==> src/rtl/ram_unit_bem.sv <==
// Parametrised RAM with per-lane write masking, a registered read port with a valid flag,
// write-first forwarding on same-address collisions and a hardware clear sweep.
module ram_unit_bem #(
  parameter int A            = 8,
  parameter int D            = 8,
  parameter int LANES        = 1,
  parameter bit CLEAR_ON_RST = 1'b1
) (
  input  logic             clk,
  input  logic             rst,
  input  logic             re,
  input  logic [A-1:0]     raddr,
  output logic [D-1:0]     rdata,
  output logic             rvalid,
  input  logic             we,
  input  logic [A-1:0]     waddr,
  input  logic [D-1:0]     wdata,
  input  logic [LANES-1:0] wmask,
  input  logic             clr,
  output logic             busy
);

  localparam int W = D / LANES;

  typedef enum logic {IDLE, CLEAR} state_t;

  state_t         state;
  state_t         state_nxt;
  logic [A-1:0]   cnt;
  logic           sweep_done;
  logic [D-1:0]   merged;
  logic [D-1:0]   mem [2**A];

  assign busy       = (state == CLEAR);
  assign sweep_done = (cnt == {A{1'b1}});

  always_comb begin
    state_nxt = state;
    case (state)
      IDLE:    if (clr) state_nxt = CLEAR;
      CLEAR:   if (sweep_done) state_nxt = IDLE;
      default: state_nxt = IDLE;
    endcase
  end

  // cnt is held at zero while idle, so a clr request always starts the sweep at address 0
  always_ff @(posedge clk) begin
    if (rst) begin
      state <= CLEAR_ON_RST ? CLEAR : IDLE;
      cnt   <= '0;
    end else begin
      state <= state_nxt;
      if (state == CLEAR) cnt <= cnt + {{(A-1){1'b0}}, 1'b1};
      else                cnt <= '0;
    end
  end

  // Write-first: a same-address write replaces its masked lanes in the word being read
  always_comb begin
    merged = mem[raddr];
    if (we && (waddr == raddr)) begin
      for (int i = 0; i < LANES; i++) begin
        if (wmask[i]) merged[i*W +: W] = wdata[i*W +: W];
      end
    end
  end

  always_ff @(posedge clk) begin
    if (rst) begin
      rdata  <= '0;
      rvalid <= 1'b0;
    end else if (!busy && re) begin
      rdata  <= merged;
      rvalid <= 1'b1;
    end else begin
      rvalid <= 1'b0;
    end
  end

  always_ff @(posedge clk) begin
    if (!rst) begin
      if (busy) begin
        mem[cnt] <= '0;
      end else if (we) begin
        for (int i = 0; i < LANES; i++) begin
          if (wmask[i]) mem[waddr][i*W +: W] <= wdata[i*W +: W];
        end
      end
    end
  end

endmodule
==> config.mk <==
export PLATFORM = sky130hd
export DESIGN_NAME = ram_unit_bem
export DESIGN_NICKNAME = d
export VERILOG_FILES = /design/src/rtl/ram_unit_bem.sv
export SDC_FILE = /design/constraint.sdc
export NUM_CORES = 2
export LEC_CHECK = 0
export CORE_MARGIN = 3
export CORE_UTILIZATION = 53
export CTS_CLUSTER_DIAMETER = 200
export CTS_CLUSTER_SIZE = 16
export DETAILED_ROUTE_END_ITERATION = 10
export PLACE_DENSITY = 0.69
export SYNTH_ARGS = -nofsm -noshare
export SYNTH_HDL_FRONTEND = slang
export SYNTH_SLANG_ARGS = --single-unit
==> constraint.sdc <==
create_clock -name clk -period 8.4 [get_ports clk]
set_input_delay 2.1 -clock clk [delete_from_list [all_inputs] [get_ports clk]]
set_output_delay 2.1 -clock clk [all_outputs]
set_load 0.01 [all_outputs]
## Word-level counts from Yosys, hierarchy flattened

Memory sizes are Yosys's and may differ from the RTL's.
Index checks and enable logic that the tools add are counted.

| cells by class | value |
|---|---|
| add/sub/neg operators | 1 |
| multiply operators | 0 |
| div/mod/pow operators | 0 |
| order comparisons | 0 |
| eq/ne operators | 2 |
| shift operators | 0 |
| multiplexer cells | 17 |
| bitwise gates (word level) | 1 |
| reductions and logical operators | 5 |

Operator list:

| cell | number |
|---|---|
| 8-bit two-way mux | 4 |
| 1-bit two-way mux | 12 |
| 8-bit by 1-bit adder with 8-bit output (second input constant) | 1 |
| 8-bit == test | 1 |
| 8-bit == test (second input constant) | 1 |
| 8-bit OR reduction | 1 |
| 1-bit logical AND | 2 |
| 1-bit one-hot mux with 2 select lines | 1 |
| 2-bit OR reduction | 1 |
| 1-bit zero test | 1 |
| 1-bit inverter | 1 |

| storage, ports and cells | value |
|---|---|
| bits in registers | 18 |
| bits in latches | 0 |
| bits in writable memories | 2,048 |
| ROM bits | 0 |
| input bits | 30 |
| output and inout bits | 10 |
| logic and storage cells | 31 |
| memories kept | 1 |

Memories:

| memory | depth | width | read ports | clocked after memory_dff | write ports | line | source |
|---|---|---|---|---|---|---|---|
| mem | 256 | 8 | 1 | 0 | 1 | 32 | `logic [D-1:0] mem [2**A];` |

## Logic depth before layout (Yosys ltp)

| logic depth | value |
|---|---|
| depth after elaboration | 7 |
| mapped depth | 13 |
| mapped depth without buffers | 7 |

## Least setup slack after synthesis

No wires, ideal clock.

| path | value |
|---|---|
| path type | input port to flip-flop |
| from | in wmask |
| to | mem mem[0][0] (data pin) |
| library setup time | 0.869 ns |
| arrival time | 5.948 ns |
| data required time | 7.531 ns |
| slack | 1.583 ns |
| stages | 4 |
| path buffers | 1 |
| cell sequence | nand2_1 nor3_1 clkbuf_1 and2_1 |

| between the ends | value |
|---|---|
| longest elaborated chain between the ends | 7 |

Ends and longest elaborated chain:

| element | line | source |
|---|---|---|
| start, declared | 18 | `input logic [LANES-1:0] wmask,` |
| 1-bit two-way mux | 86 | `if (wmask[i]) mem[waddr][i*W +: W] <= wdata[i*W +: W];` |
| 1-bit two-way mux | 84 | `end else if (we) begin` |
| 1-bit two-way mux | 82 | `if (busy) begin` |
| 1-bit two-way mux | 81 | `if (!rst) begin` |
| 1-bit two-way mux (implied by the code) | 86 |  |
| 8-bit OR reduction (no line) | - |  |
| 8-bit two-way mux (no line) | - |  |
| end, declared | 32 |  |

Every way passes these cells.

## Final worst setup path

| path | value |
|---|---|
| from | in we |
| to | mem mem[220][3], enable pin |

| between the ends | value |
|---|---|
| longest elaborated chain between the ends | 6 |
| elaborated cells on any way between the ends | 7 |
| classes of those cells | 6 x mux; 1 x reduce/logical |

Ends and longest elaborated chain:

| element | line | source |
|---|---|---|
| start, declared | 15 | `input logic we,` |
| 1-bit two-way mux (*) | 84 |  |
| 1-bit two-way mux (*) | 82 |  |
| 1-bit two-way mux (*) | 81 |  |
| 1-bit two-way mux (implied by the code) (*) | 86 |  |
| 8-bit OR reduction (no line) | - |  |
| 8-bit two-way mux (no line) or 1-bit two-way mux (tied branches) | - |  |

Every way passes the cells marked *; elsewhere a longest branch is shown, timed or not.

==> impl_metrics.json <==
{
  "synth_common_cells": "2,048 x edfxtp_1, 507 x mux4_2, 318 x nor2_1",
  "relSlewSlack_pct": 5.71,
  "core_mm2": 0.150,
  "synth_xor_area_share_pct": 0.152,
  "antenna_found_initial": 4,
  "r2r_end": "mem[220][3]$_DFFE_PP_",
  "grt_pass1_vias": 39600,
  "htree_levels": 4,
  "initial_utilization_pct": 53.6,
  "min_period_ns": 6.08,
  "status": "finished clean",
  "die_w_um": 396,
  "io_pins": 40,
  "rsz0062_at_grt": "no",
  "ir_worst_vdd_uv": 193,
  "drtIter0Drc": 5363,
  "first_pass_iters": 8,
  "drv_slew": 0,
  "slowest_stage": "nand3_1",
  "vias": 40300,
  "setup_viol": 0,
  "final_area_mm2": 0.0875,
  "fin_setup_tns_ns": 0,
  "postLayoutCoreUtil_pct": 58.1,
  "dpl.cell_count": 5808,
  "yosysTopAreaCell": "edfxtp_1",
  "fmax_mhz": 164,
  "drcViolationCount": 0,
  "grt_pass1_wl_um": 304000,
  "crit_type": "input pin to register",
  "track_usage_pct": 27.5,
  "critPathLaunch": "we",
  "ant_nets": 0,
  "critical_path.max_stage_delay_ns": 1.02,
  "cts_tree": "built",
  "synth_ff_type": "edfxtp_1",
  "dieArea_mm2": 0.157,
  "numCtsBuffers": 147,
  "syn_inst": 3882,
  "crit_path_frequent_cell": "nand3_1",
  "post_cts_buffers": 0,
  "synth_edf_count": 2048,
  "fp-row-count": 142,
  "gp_congestion": 0.945,
  "die_h_um": 396,
  "yosys.area.top_type_share_pct": 76.2,
  "fin_cells": 6003,
  "io_buffers": 39,
  "fin_total_pwr_mw": 18.6,
  "whs_ns": 0.528,
  "routed_wl_um": 214000,
  "power.density_mw_per_mm2": 212,
  "end_kind": "register",
  "regToRegStartpoint": "busy$_SDFF_PP1_",
  "root_buffer": "clkbuf_16",
  "drive_gt1_share_pct": 20.2,
  "nNetsFinal": 3972,
  "path_cells": "clkdlybuf4s50_1, nand2_1, nor3_2, nand3_1, o21ai_1, nand3_1, buf_4, nor2_1",
  "post_drt_via_cell_ratio": 6.71,
  "cts_buffer_depth": 3,
  "dpl_cell_area_mm2": 0.0833,
  "fin_crit_sh_pct": 72.4,
  "worst_slew_pin_slew_ns": 1.41,
  "yosys.area_share.adder_pct": 0.0155,
  "worst_slack_ns": 2.32,
  "r2r_slack_ns": 3.90,
  "cap_violations": 0,
  "crit_path_max_fanout": 17,
  "clkLatencyLatePin_ns": 0.82,
  "syn_area_per_cell_um2": 20.8,
  "final-hold-violation-count": 0,
  "syn_area_mm2": 0.0807,
  "n_fill_cell": 10800,
  "ctsHoldBuffers": 0,
  "dpl_worst_slack_ns": 1.78,
  "synth_seq_area_share_pct": 76.7,
  "ff_latch_area_mm2": 0.0619,
  "grt_overflow": 0,
  "finalClockSkew_ns": 0.0505,
  "multi_input_area_mm2": 0.0176,
  "cts_sinks": 2066,
  "yosysWarningCount": 0,
  "synthToLayoutAreaGrowth_pct": 8.41,
  "synth_fp_nets": 3913,
  "async_reset_ff_share_pct": 0,
  "min_path_type": "register to register",
  "synthMostInstantiatedCell": "edfxtp_1",
  "post_cts_resize_count": 0,
  "ys_ff_latch": 2066,
  "start_kind": "input pin",
  "cp-endpoint": "mem[220][3]$_DFFE_PP_",
  "synth_area_leaders": "edfxtp_1 76%, mux4_2 14%, nor2_1 1.5%, mux2i_1 0.96%, nand2_1 0.66%",
  "cp_data_arrival_time_ns": 6.53,
  "p_leak_nw": 23.2,
  "required_ns": 8.84,
  "ys_types": 66,
  "reg2reg_depth": 6,
  "synthSimpleGateAreaFrac_pct": 3.66,
  "synth_mux_area_share_pct": 15.3,
  "wl_per_cell_um": 35.6,
  "synth_top_family_by_area": "multiplexers",
  "synth_compound_gate_area_share_pct": 2.62,
  "grt_max_degree": 153,
  "dpl.hpwl_um": 135000,
  "clk_pin_slew_ns": 0.07
}
## worst min path at each step
stage | start | endpoint | slack (ns) | cells after the start
after floorplan | cnt[0]$_SDFF_PN0_ | cnt[0]$_SDFF_PN0_ | 0.46 | 1
after global placement | cnt[0]$_SDFF_PN0_ | cnt[0]$_SDFF_PN0_ | 0.49 | 1
after detailed placement | cnt[0]$_SDFF_PN0_ | cnt[0]$_SDFF_PN0_ | 0.50 | 1
after CTS | cnt[0]$_SDFF_PN0_ | cnt[0]$_SDFF_PN0_ | 0.52 | 1
after global routing | cnt[0]$_SDFF_PN0_ | cnt[0]$_SDFF_PN0_ | 0.54 | 1
final | cnt[0]$_SDFF_PN0_ | cnt[0]$_SDFF_PN0_ | 0.53 | 1
## worst max-delay path, delay by kind of cell
| family | cells | cell delay [ns] |
|---|---|---|
| buffers and inverters | 2 | 1.08 |
| AOI/OAI and AO/OA | 1 | 0.37 |
| and+or+nand+nor | 5 | 2.95 |
## layout make-up
class                           count  area share [%]
Antenna cell                        4          0.0114
Clock buffer                      179            4.44
Clock inverter                     12           0.268
Sequential cell                  2066            70.7
Timing Repair Buffer              135            1.53
Inverter                            5          0.0229
Multi-Input combinational cell   1586            20.1
Tap cell                         2016            2.88
## state kept, by name, summed over array words and instances, names as in the netlist
signal	count
rvalid	1
rdata	8
busy	1
cnt	8
mem	2048
## per-layer routing
layer,up-vias,wire length (µm),global-route usage [%]
met5,-,178,0.616
met4,4,8140,9.39
met3,369,27000,8.96
met2,2578,98000,40.9
met1,21200,80300,38.9
li1,16100,-,-
## layout by cell type (no fill, tap or decap), types with 18 or more instances in the layout
cell type	Yosys	layout
a22oi_1	65	65
nor3_1	31	30
o22ai_1	59	59
nor2_1	318	314
clkbuf_1	96	28
nand2_1	142	142
clkdlybuf4s50_1	0	34
nand2b_1	21	21
dfxtp_1	18	18
buf_4	42	81
clkbuf_16	0	151
edfxtp_1	2048	2048
a21oi_1	56	56
nand3_1	49	49
mux2i_1	77	77
o21ai_0	30	30
and2_1	26	18
mux4_2	507	507
## kinds of logic (layout without fill, tap and decap cells)
| logic type | Yosys count | in the layout |
|---|---|---|
| flip-flops | 2066 | 2066 |
| buffers and inverters | 230 | 331 |
| XOR/XNOR | 14 | 14 |
| other | 0 | 4 |
| multiplexers | 594 | 594 |
| adder cells (fa/ha/maj) | 1 | 1 |
| AO/OA/AOI/OAI | 311 | 311 |
| AND/OR/NAND/NOR | 666 | 666 |
## power breakdown
group | internal (mW) | switching [mW] | leakage (nW)
Combinational | 0.269 | 0.496 | 5.35
Sequential | 11.2 | 0.00436 | 15.8
Clock | 3.28 | 3.38 | 1.99
Power figures use the tool's default switching activity.
